$ cat config.mk
export PLATFORM = sky130hd
export DESIGN_NAME = fifo_arbiter
export DESIGN_NICKNAME = d
export VERILOG_FILES = /design/src/rtl/nn_fifo_pkg.sv /design/src/rtl/fifo_arbiter.sv
export SDC_FILE = /design/constraint.sdc
export NUM_CORES = 1
export LEC_CHECK = 0
export CAP_MARGIN = 10
export CORE_MARGIN = 2
export CORE_UTILIZATION = 35
export CTS_BUF_LIST = sky130_fd_sc_hd__clkbuf_4
export DETAILED_ROUTE_END_ITERATION = 7
export GPL_ROUTABILITY_DRIVEN = 1
export PLACE_DENSITY = 0.95
export SYNTH_ARGS = -nofsm -noshare
export SYNTH_HDL_FRONTEND = slang
export SYNTH_SLANG_ARGS = --single-unit
$ cat constraint.sdc
create_clock -name clk -period 3 [get_ports clk]
set_clock_uncertainty 0.05 [all_clocks]
set_input_delay 0.3 -clock clk [delete_from_list [all_inputs] [get_ports clk]]
set_output_delay 0.3 -clock clk [all_outputs]
set_load 0.02 [all_outputs]
$ cat src/rtl/nn_fifo_pkg.sv
`default_nettype none
// ============================================================================
// Module   : nn_fifo_pkg
// Brief    : Shared FIFO sizing constants and FSM/grant encodings.
// Revision : 1.0 - initial release
// ============================================================================
package nn_fifo_pkg;

    localparam int DATA_W  = 32;
    localparam int DEPTH   = 8;
    localparam int COUNT_W = $clog2(DEPTH) + 1;

    typedef enum logic [1:0] {
        ST_IDLE = 2'd0,
        ST_PUSH = 2'd1,
        ST_POP  = 2'd2
    } state_t;

    typedef enum logic {
        GRANT_PUSH = 1'b0,
        GRANT_POP  = 1'b1
    } grant_t;

endpackage
`default_nettype wire

$ cat src/rtl/fifo_arbiter.sv
`default_nettype none
// ============================================================================
// Module   : fifo_arbiter
// Brief    : Round-robin push/pop arbiter driving a single-port FIFO buffer.
// Revision : 1.0 - initial release
// ============================================================================
module fifo_arbiter
    import nn_fifo_pkg::*;
#(
    parameter int DATA_W = nn_fifo_pkg::DATA_W,
    parameter int DEPTH  = nn_fifo_pkg::DEPTH
) (
    input  logic                     clk,
    input  logic                     rst,
    input  logic                     flush,
    input  logic                     push_req,
    input  logic [DATA_W-1:0]        push_data,
    output logic                     push_ack,
    input  logic                     pop_req,
    output logic                     pop_ack,
    output logic [DATA_W-1:0]        pop_data,
    output logic                     pop_valid,
    output logic                     fifo_rst,
    output logic                     fifo_ce,
    output logic                     fifo_we,
    output logic [DATA_W-1:0]        fifo_wdata,
    input  logic [DATA_W-1:0]        fifo_rdata,
    output logic [$clog2(DEPTH):0]   count,
    output logic                     empty,
    output logic                     full
);

    localparam int                 c_COUNT_W = $clog2(DEPTH) + 1;
    localparam logic [c_COUNT_W-1:0] c_FULL  = c_COUNT_W'(DEPTH);

    state_t                r_state;
    grant_t                r_last_grant;
    logic [c_COUNT_W-1:0]  r_count;
    logic [DATA_W-1:0]     r_pop_data;
    logic                  r_pop_valid;

    logic                  w_cancel;
    logic                  w_push_elig;
    logic                  w_pop_elig;

    // A flush or reset landing on a PUSH/POP cycle kills that operation outright.
    assign w_cancel    = rst | flush;
    assign w_push_elig = push_req & (r_count < c_FULL);
    assign w_pop_elig  = pop_req & (r_count != '0);

    assign fifo_rst   = w_cancel;
    assign fifo_ce    = ((r_state == ST_PUSH) | (r_state == ST_POP)) & ~w_cancel;
    assign fifo_we    = (r_state == ST_PUSH) & ~w_cancel;
    assign fifo_wdata = push_data;
    assign push_ack   = (r_state == ST_PUSH) & ~w_cancel;
    assign pop_ack    = (r_state == ST_POP) & ~w_cancel;

    assign pop_data  = r_pop_data;
    assign pop_valid = r_pop_valid;
    assign count     = r_count;
    assign empty     = (r_count == '0);
    assign full      = (r_count == c_FULL);

    always_ff @(posedge clk) begin
        if (rst) begin
            r_state      <= ST_IDLE;
            r_last_grant <= GRANT_POP;
            r_count      <= '0;
            r_pop_data   <= '0;
            r_pop_valid  <= 1'b0;
        end else begin
            r_pop_valid <= 1'b0;
            if (flush) begin
                r_state <= ST_IDLE;
                r_count <= '0;
            end else begin
                case (r_state)
                    ST_IDLE: begin
                        if (w_push_elig && w_pop_elig) begin
                            if (r_last_grant == GRANT_POP) begin
                                r_state      <= ST_PUSH;
                                r_last_grant <= GRANT_PUSH;
                            end else begin
                                r_state      <= ST_POP;
                                r_last_grant <= GRANT_POP;
                            end
                        end else if (w_push_elig) begin
                            r_state      <= ST_PUSH;
                            r_last_grant <= GRANT_PUSH;
                        end else if (w_pop_elig) begin
                            r_state      <= ST_POP;
                            r_last_grant <= GRANT_POP;
                        end
                    end
                    ST_PUSH: begin
                        r_count <= r_count + 1'b1;
                        r_state <= ST_IDLE;
                    end
                    ST_POP: begin
                        r_count     <= r_count - 1'b1;
                        r_pop_data  <= fifo_rdata;
                        r_pop_valid <= 1'b1;
                        r_state     <= ST_IDLE;
                    end
                    default: r_state <= ST_IDLE;
                endcase
            end
        end
    end

endmodule
`default_nettype wire

==> results.py, run 1 <==
metrics = {
    "grt": {
        "grt_pass1_vias": 1506,
        "grt_first_pass_wirelength_um": 7086,
        "globalRouteOverflowTotal": 0,
        "antenna_found_initial": 0,
        "grt_max_degree": 37,
        "grt.total_usage_pct": 14.74,
    },
    "timing": {
        "final_setup_violating_endpoints": 0,
        "fin_worst_hold_slack_ps": 411.5,
        "fin_setup_tns_ps": 0,
        "final_hold_viol_count": 0,
        "max_clock_freq_ghz": 0.4053,
        "worst_slew_margin_rel_pct": 56.19,
        "grt_setup_unrepaired": "no",
        "final_max_slew_viol_count": 0,
        "final_period_minus_worst_setup_slack_ps": 2467,
        "final.setup.worst_slack_ps": 532.7,
        "finalCritPeriodShare_pct": 82.24,
        "worstMarginPinSlew_ps": 654.2,
    },
    "drt": {
        "vias": 1631,
        "route.detailed.drc": 0,
        "drtPass1Iterations": 4,
        "detail-route-antenna-nets": 0,
        "detailedRoute.firstIterationViolations": 51,
        "totalWireLength_um": 4412,
        "detail_route.wl_per_cell_um": 12.64,
        "via_per_inst": 4.673,
    },
    "floorplanning": {
        "core_area_um2": 5140,
        "std_cell_rows": 26,
        "start_util_pct": 36.32,
        "die_width_um": 77.03,
        "die_height_um": 77.03,
        "floorplan.die_area_um2": 5934,
        "num_io_pins": 145,
    },
    "worst_setup_path": {
        "crit-reg2reg-capture": "pop_data[5]",
        "crit_buf_inv": 2,
        "reg2reg_slack_ps": 950,
        "arrival_worst_endpoint_ps": 2120,
        "worst_setup_path_end_kind": "output port",
        "critical-path-max-stage-delay_ps": 650,
        "r2r_cells": 6,
        "critical_path.startpoint_type": "flip-flop",
        "path_delay_family": "buffers and inverters",
        "worst_path_max_delay_cell": "sky130_fd_sc_hd__clkdlybuf4s50_1",
        "cp_cell_sequence": "inv_1, ha_1, or2b_1, nor2_1, clkdlybuf4s50_1",
        "cp_max_fo": 7,
        "timing.setup.critical_path_class": "reg -> out",
        "r2r_start": "r_state[0]",
        "required_time_of_the_critical_path_ps": 2650,
    },
    "min_path": {
        "hold-path-endpoint": "pop_data[26]",
        "timing.hold.worst.class": "reg -> reg",
        "worst_min_delay_path_startpoint": "pop_data[26]",
        "hold_depth": 2,
    },
    "power": {
        "pwr_density_cell_nw_per_um2": 384.4,
        "swShare_pct": 21.82,
        "share_comb_of_total_power_pct": 9.1,
        "clockPowerShare_pct": 35.9,
        "p_int_mw": 0.7637,
        "static-leakage-power_nw": 0.8700,
        "net-switching-power_mw": 0.2131,
        "vdd.ir_drop.worst_mv": 0.1511,
        "pwr-share-seq_pct": 55.0,
    },
    "flow_run": {
        "number_of_maximum_capacitance_violations": 0,
    },
    "clock_tree": {
        "cts-buffers-inserted": 5,
        "clkLatencyLatePin_ps": 340,
        "cts_tree": "yes",
        "cts-resized-gates": 0,
        "clock_path_buffers": 2,
        "post_cts_repair_setup_buffers": 0,
        "clock-sinks": 40,
        "clk_root_buffer_cell": "sky130_fd_sc_hd__clkbuf_4",
        "cts.htree.levels": 2,
        "cts.hold.buffers_added": 0,
        "clkSlewWorstSetupHoldPaths_ps": 120,
    },
    "yosys": {
        "synthTopCellsByArea": "sky130_fd_sc_hd__dfxtp_1 43%, sky130_fd_sc_hd__nand2_1 14%, sky130_fd_sc_hd__buf_4 13%",
        "mappedNetlistNets": 309,
        "post-synth-top-area-cell": "sky130_fd_sc_hd__dfxtp_1",
        "synth_seq_cells": 40,
        "synth.yosys.seq_area_share_pct": 42.90,
        "synth_top_cell_area_share_pct": 42.90,
        "yosysUniqueCellTypes": 30,
        "postSynthCellCount": 235,
        "mappedNetlistArea_um2": 1867,
        "yosysWarningCount": 0,
        "syn_avg_cell_area_um2": 7.944,
    },
    "placed_design": {
        "placement.io_buffers": 80,
        "detailedPlace.worstSlack_ps": 707.2,
        "gp_congestion": 0.8362,
        "half_perimeter_wire_length_of_the_detailed_placement_result_um": 3253,
    },
    "cells_and_area": {
        "mostFrequentLayoutCell": "sky130_fd_sc_hd__clkdlybuf4s50_1",
        "postLayoutCoreUtil_pct": 49.44,
        "syn_to_final_growth_pct": 36.13,
        "nNetsFinal": 352,
        "layout.cells.most_common_list": "80 x sky130_fd_sc_hd__clkdlybuf4s50_1, 69 x sky130_fd_sc_hd__nand2_1, 40 x sky130_fd_sc_hd__dfxtp_1, 37 x sky130_fd_sc_hd__a21oi_1, 9 x sky130_fd_sc_hd__nor2_1",
        "antenna_cells": 0,
        "post_route_cells_drive_above_1_share_pct": 5.376,
        "num-fill-cells": 526,
    },
    "run_status": {
        "run_status": "complete, no violations",
    },
}
[per-stage QoR]
step / area, µm² / instances / power (mW)
finish: 2541 / 349 / 0.9768
global route: 2541 / 349 / 1.031
CTS: 2541 / 349 / 0.9939
detailed placement: 2461 / 341 / 0.6379
global placement: 2461 / 341 / 0.6364
floorplan: 1867 / 235 / 0.6398
[worst min-delay path, cell delays in order, from the launching register on]
cell and delay [ps]:
sky130_fd_sc_hd__dfxtp_1 330, sky130_fd_sc_hd__nand2_1 50, sky130_fd_sc_hd__a21oi_1 50
[kinds of logic (layout without fill, tap and decap cells)]
logic type,count (synthesis),in the layout,share of synthesized area [%]
adders and majority gates,5,5,3.351
buffers and inverters,51,95,17.89
AOI/OAI and AO/OA,45,45,13.61
and+or+nand+nor,90,90,20.31
muxes,1,1,0.5362
xor gates and xnor gates,3,3,1.408
DFF,40,40,42.90
[power groups by stage]
stage / Combinational, mW / Sequential (mW) / Clock [mW]
floorplan: 0.0896 / 0.550 / 0
global placement: 0.0872 / 0.549 / 0
detailed placement: 0.0885 / 0.549 / 0
CTS: 0.0892 / 0.538 / 0.367
global route: 0.0950 / 0.539 / 0.397
finish: 0.0887 / 0.538 / 0.350
[cells in the mapped netlist, drive strengths merged]
master / n
o31ai: 1
xnor2: 2
or2b: 1
buf: 44
dfxtp: 40
a21oi: 37
nor2: 9
a211oi: 1
a31o: 1
nor3: 1
nor4: 1
o21ai: 3
and4b: 1
nor2b: 2
ha: 5
nand3b: 2
nor4b: 1
or3b: 1
inv: 4
clkbuf: 3
and2: 2
nand2: 69
o41ai: 2
mux2i: 1
xor2: 1
[worst max path at each step]
stage | startpoint | endpoint | slack (ps) | depth (start not counted)
4_1_cts | r_state[0] | pop_ack | 510 | 5
3_5_place_dp | flush | fifo_we | 710 | 4
2_1_floorplan | r_state[0] | pop_ack | 1200 | 6
6_report | r_state[0] | pop_ack | 530 | 5
3_3_place_gp | flush | push_ack | 720 | 4
5_1_grt | r_state[0] | pop_ack | 410 | 5
[layout make-up]
| cell class | count | area, µm² | share of cell area (%) |
|---|---|---|---|
| clock inverter | 3 | 42.54 | 1.674 |
| clock buffer | 5 | 37.54 | 1.477 |
| multi-input combinational | 144 | 734.5 | 28.90 |
| sequential | 40 | 800.8 | 31.51 |
| tap | 70 | 87.58 | 3.447 |
| timing repair buffer | 83 | 823.3 | 32.40 |
| inverter | 4 | 15.01 | 0.5908 |
[sequential cells by signal (all words and copies together), names as in the netlist]
| name | flops |
|---|---|
| pop_valid | 1 |
| r_state | 2 |
| r_last_grant | 1 |
| pop_data | 32 |
| count | 4 |
[per-layer routing]
metal | global-route usage [%] | vias up | share of wire, %
met5 | 0 | - | 0
met4 | 6.786 | 0 | 1.6
met3 | 4.118 | 12 | 7.5
met2 | 26.23 | 65 | 51
met1 | 16.20 | 745 | 40
li1 | - | 809 | -
(Power assumes the default switching activity.)
==> inputs of run 2 (changes only) <==
Settings changed: CORE_UTILIZATION 35 to 34, PLACE_DENSITY 0.95 to 0.94.
Clock period 3 ns to 2.3 ns, I/O delays scaled along.
==> run 2 against run 1 <==
  * Non-clock buffer count grew 4
  * Critical path depth did not move
  * Via count shrank 1.5%
  * Core utilization up 0.079 points
  * First-iteration DRC count shrank 9.8%
  * Sequential power up 30%
  * Register-to-register slack lost 470 ps
  * Combinational power grew 35%
  * Count of clock-buffer cells in the layout unchanged
  * Hold slack lost 33 ps
  * Critical path type unchanged
  * Largest cell class unchanged
==> results.py, run 2 (same netlist as run 1, synthesis figures left out) <==
metrics = {
    "floorplanning": {
        "die_width_um": 78.10,
        "start_util_pct": 35.87,
        "die_height_um": 78.10,
        "num_io_pins": 145,
        "floorplan.die_area_um2": 6100,
        "core_area_um2": 5205,
        "std_cell_rows": 26,
    },
    "worst_setup_path": {
        "timing.setup.critical_path_class": "reg -> out",
        "reg2reg_slack_ps": 480,
        "cp_max_fo": 7,
        "cp_cell_sequence": "inv_1, ha_2, or2b_1, nor2_1, dlygate4sd2_1",
        "worst_path_max_delay_cell": "sky130_fd_sc_hd__dlygate4sd2_1",
        "critical_path.startpoint_type": "flip-flop",
        "critical-path-max-stage-delay_ps": 370,
        "r2r_cells": 8,
        "required_time_of_the_critical_path_ps": 2020,
        "arrival_worst_endpoint_ps": 1840,
        "crit-reg2reg-capture": "count[2]",
        "r2r_start": "r_state[0]",
        "setup.worst_path.start": "r_state[0]",
        "worst_setup_path_end_kind": "output port",
    },
    "clock_tree": {
        "clock_path_buffers": 2,
        "clk_root_buffer_cell": "sky130_fd_sc_hd__clkbuf_4",
        "clkLatencyLatePin_ps": 340,
        "cts-buffers-inserted": 5,
        "cts_tree": "yes",
        "cts.htree.levels": 2,
        "clock-sinks": 40,
        "clkSlewWorstSetupHoldPaths_ps": 120,
        "cts.hold.buffers_added": 0,
        "post_cts_repair_setup_buffers": 0,
    },
    "placed_design": {
        "placement.io_buffers": 80,
        "dpl_cell_area_um2": 2491,
        "half_perimeter_wire_length_of_the_detailed_placement_result_um": 3274,
        "detailedPlace.worstSlack_ps": 218.3,
        "gp_congestion": 0.8094,
        "post-place-cells": 345,
    },
    "run_status": {
        "run_status": "complete, no violations",
    },
    "power": {
        "net-switching-power_mw": 0.2764,
        "static-leakage-power_nw": 0.9123,
        "swShare_pct": 21.64,
        "share_comb_of_total_power_pct": 9.4,
        "pwr-share-seq_pct": 54.9,
        "p_int_mw": 1.001,
        "clockPowerShare_pct": 35.7,
        "pwr_density_cell_nw_per_um2": 495.4,
        "finalPower_mw": 1.277,
        "vdd.ir_drop.worst_mv": 0.2130,
    },
    "cells_and_area": {
        "mostFrequentLayoutCell": "sky130_fd_sc_hd__clkdlybuf4s50_1",
        "postLayoutCoreUtil_pct": 49.52,
        "nNetsFinal": 356,
        "num-fill-cells": 502,
        "fin_cells": 353,
        "syn_to_final_growth_pct": 38.07,
        "antenna_cells": 0,
        "largest_register_ffs": 32,
        "layout.cells.most_common_list": "78 x sky130_fd_sc_hd__clkdlybuf4s50_1, 69 x sky130_fd_sc_hd__nand2_1, 40 x sky130_fd_sc_hd__dfxtp_1, 37 x sky130_fd_sc_hd__a21oi_1, 9 x sky130_fd_sc_hd__nor2_1",
        "final_area_um2": 2577,
        "post_route_cells_drive_above_1_share_pct": 7.067,
    },
    "timing": {
        "final_setup_violating_endpoints": 0,
        "finalCritPeriodShare_pct": 92.00,
        "max_clock_freq_ghz": 0.4726,
        "final_period_minus_worst_setup_slack_ps": 2116,
        "final_hold_viol_count": 0,
        "final.setup.worst_slack_ps": 183.9,
        "fin_setup_tns_ps": 0,
        "worstMarginPinSlew_ps": 402.9,
        "fin_worst_hold_slack_ps": 378.1,
        "worst_slew_margin_rel_pct": 72.85,
        "grt_setup_unrepaired": "no",
        "final_max_slew_viol_count": 0,
    },
    "drt": {
        "totalWireLength_um": 4337,
        "detail-route-antenna-nets": 0,
        "route.detailed.drc": 0,
        "vias": 1607,
        "drtPass1Iterations": 4,
        "via_per_inst": 4.552,
        "detailedRoute.firstIterationViolations": 46,
        "detail_route.wl_per_cell_um": 12.29,
    },
    "grt": {
        "antenna_found_initial": 0,
        "globalRouteOverflowTotal": 0,
        "grt_pass1_vias": 1621,
        "grt_max_degree": 34,
        "grt.total_usage_pct": 14.81,
        "grt_first_pass_wirelength_um": 7341,
    },
    "min_path": {
        "hold_depth": 3,
        "timing.hold.worst.class": "in -> reg",
        "worst_min_delay_path_startpoint": "fifo_rdata[28]",
        "hold-path-endpoint": "pop_data[28]",
    },
    "flow_run": {
        "number_of_maximum_capacitance_violations": 0,
    },
}
==> run 2: cell types whose count changed in the layout (fill, tap and decap cells not counted), sizes merged <==
| cell | before | now |
|---|---|---|
| clkinvlp | 1 | 0 |
| dlymetal6s2s | 0 | 1 |
| clkdlybuf4s50 | 80 | 78 |
| clkinv | 1 | 2 |
| dlygate4sd2 | 0 | 1 |
| buf | 3 | 7 |
==> run 2: power by group through the flow <==
stage | registers [mW] | logic (mW) | clock network, mW
finish | 0.701 | 0.120 | 0.456
global route | 0.702 | 0.130 | 0.518
CTS | 0.701 | 0.121 | 0.478
detailed placement | 0.717 | 0.120 | 0
global placement | 0.716 | 0.118 | 0
floorplan | 0.718 | 0.117 | 0
==> run 2: critical path: cells and delay by family (launching register included) <==
family                   cells  cell delay [ps]
adder cells (fa/ha/maj)      1              280
flip-flops                   1              340
AND/OR/NAND/NOR              2              390
buffers and inverters        2              490
==> run 2: what timing repair did <==
| item | CTS | global route |
|---|---|---|
| pin swaps | 0 | 0 |
| resized for setup | 3 | 1 |
| endpoints found under the setup margin | 2 | 1 |
==> run 2: cell type report <==
type                            count  area (µm²)  area share, %
Clock inverter                      3       42.54          1.650
Multi-Input combinational cell    144       739.5          28.69
Sequential cell                    40       800.8          31.07
Tap cell                           70       87.58          3.398
Clock buffer                        5       37.54          1.456
Inverter                            4       15.01         0.5825
Timing Repair Buffer               87       854.6          33.16
==> run 2: how the worst max path moves through the flow <==
| stage | depth (start not counted) | end | slack (ps) |
|---|---|---|---|
| after floorplan | 6 | pop_ack | 570 |
| after global placement | 4 | pop_ack | 310 |
| after detailed placement | 5 | pop_ack | 220 |
| after CTS | 4 | fifo_ce | 20 |
| after global routing | 5 | pop_ack | 30 |
| final | 5 | pop_ack | 180 |
==> run 2: layer usage <==
metal / wire length [µm] / vias up / track usage (%)
met3: 286 / 8 / 4.828
met4: 33 / 0 / 4.912
met2: 2236 / 56 / 26.90
met1: 1781 / 726 / 16.19
li1: - / 817 / -
met5: 0 / - / 0
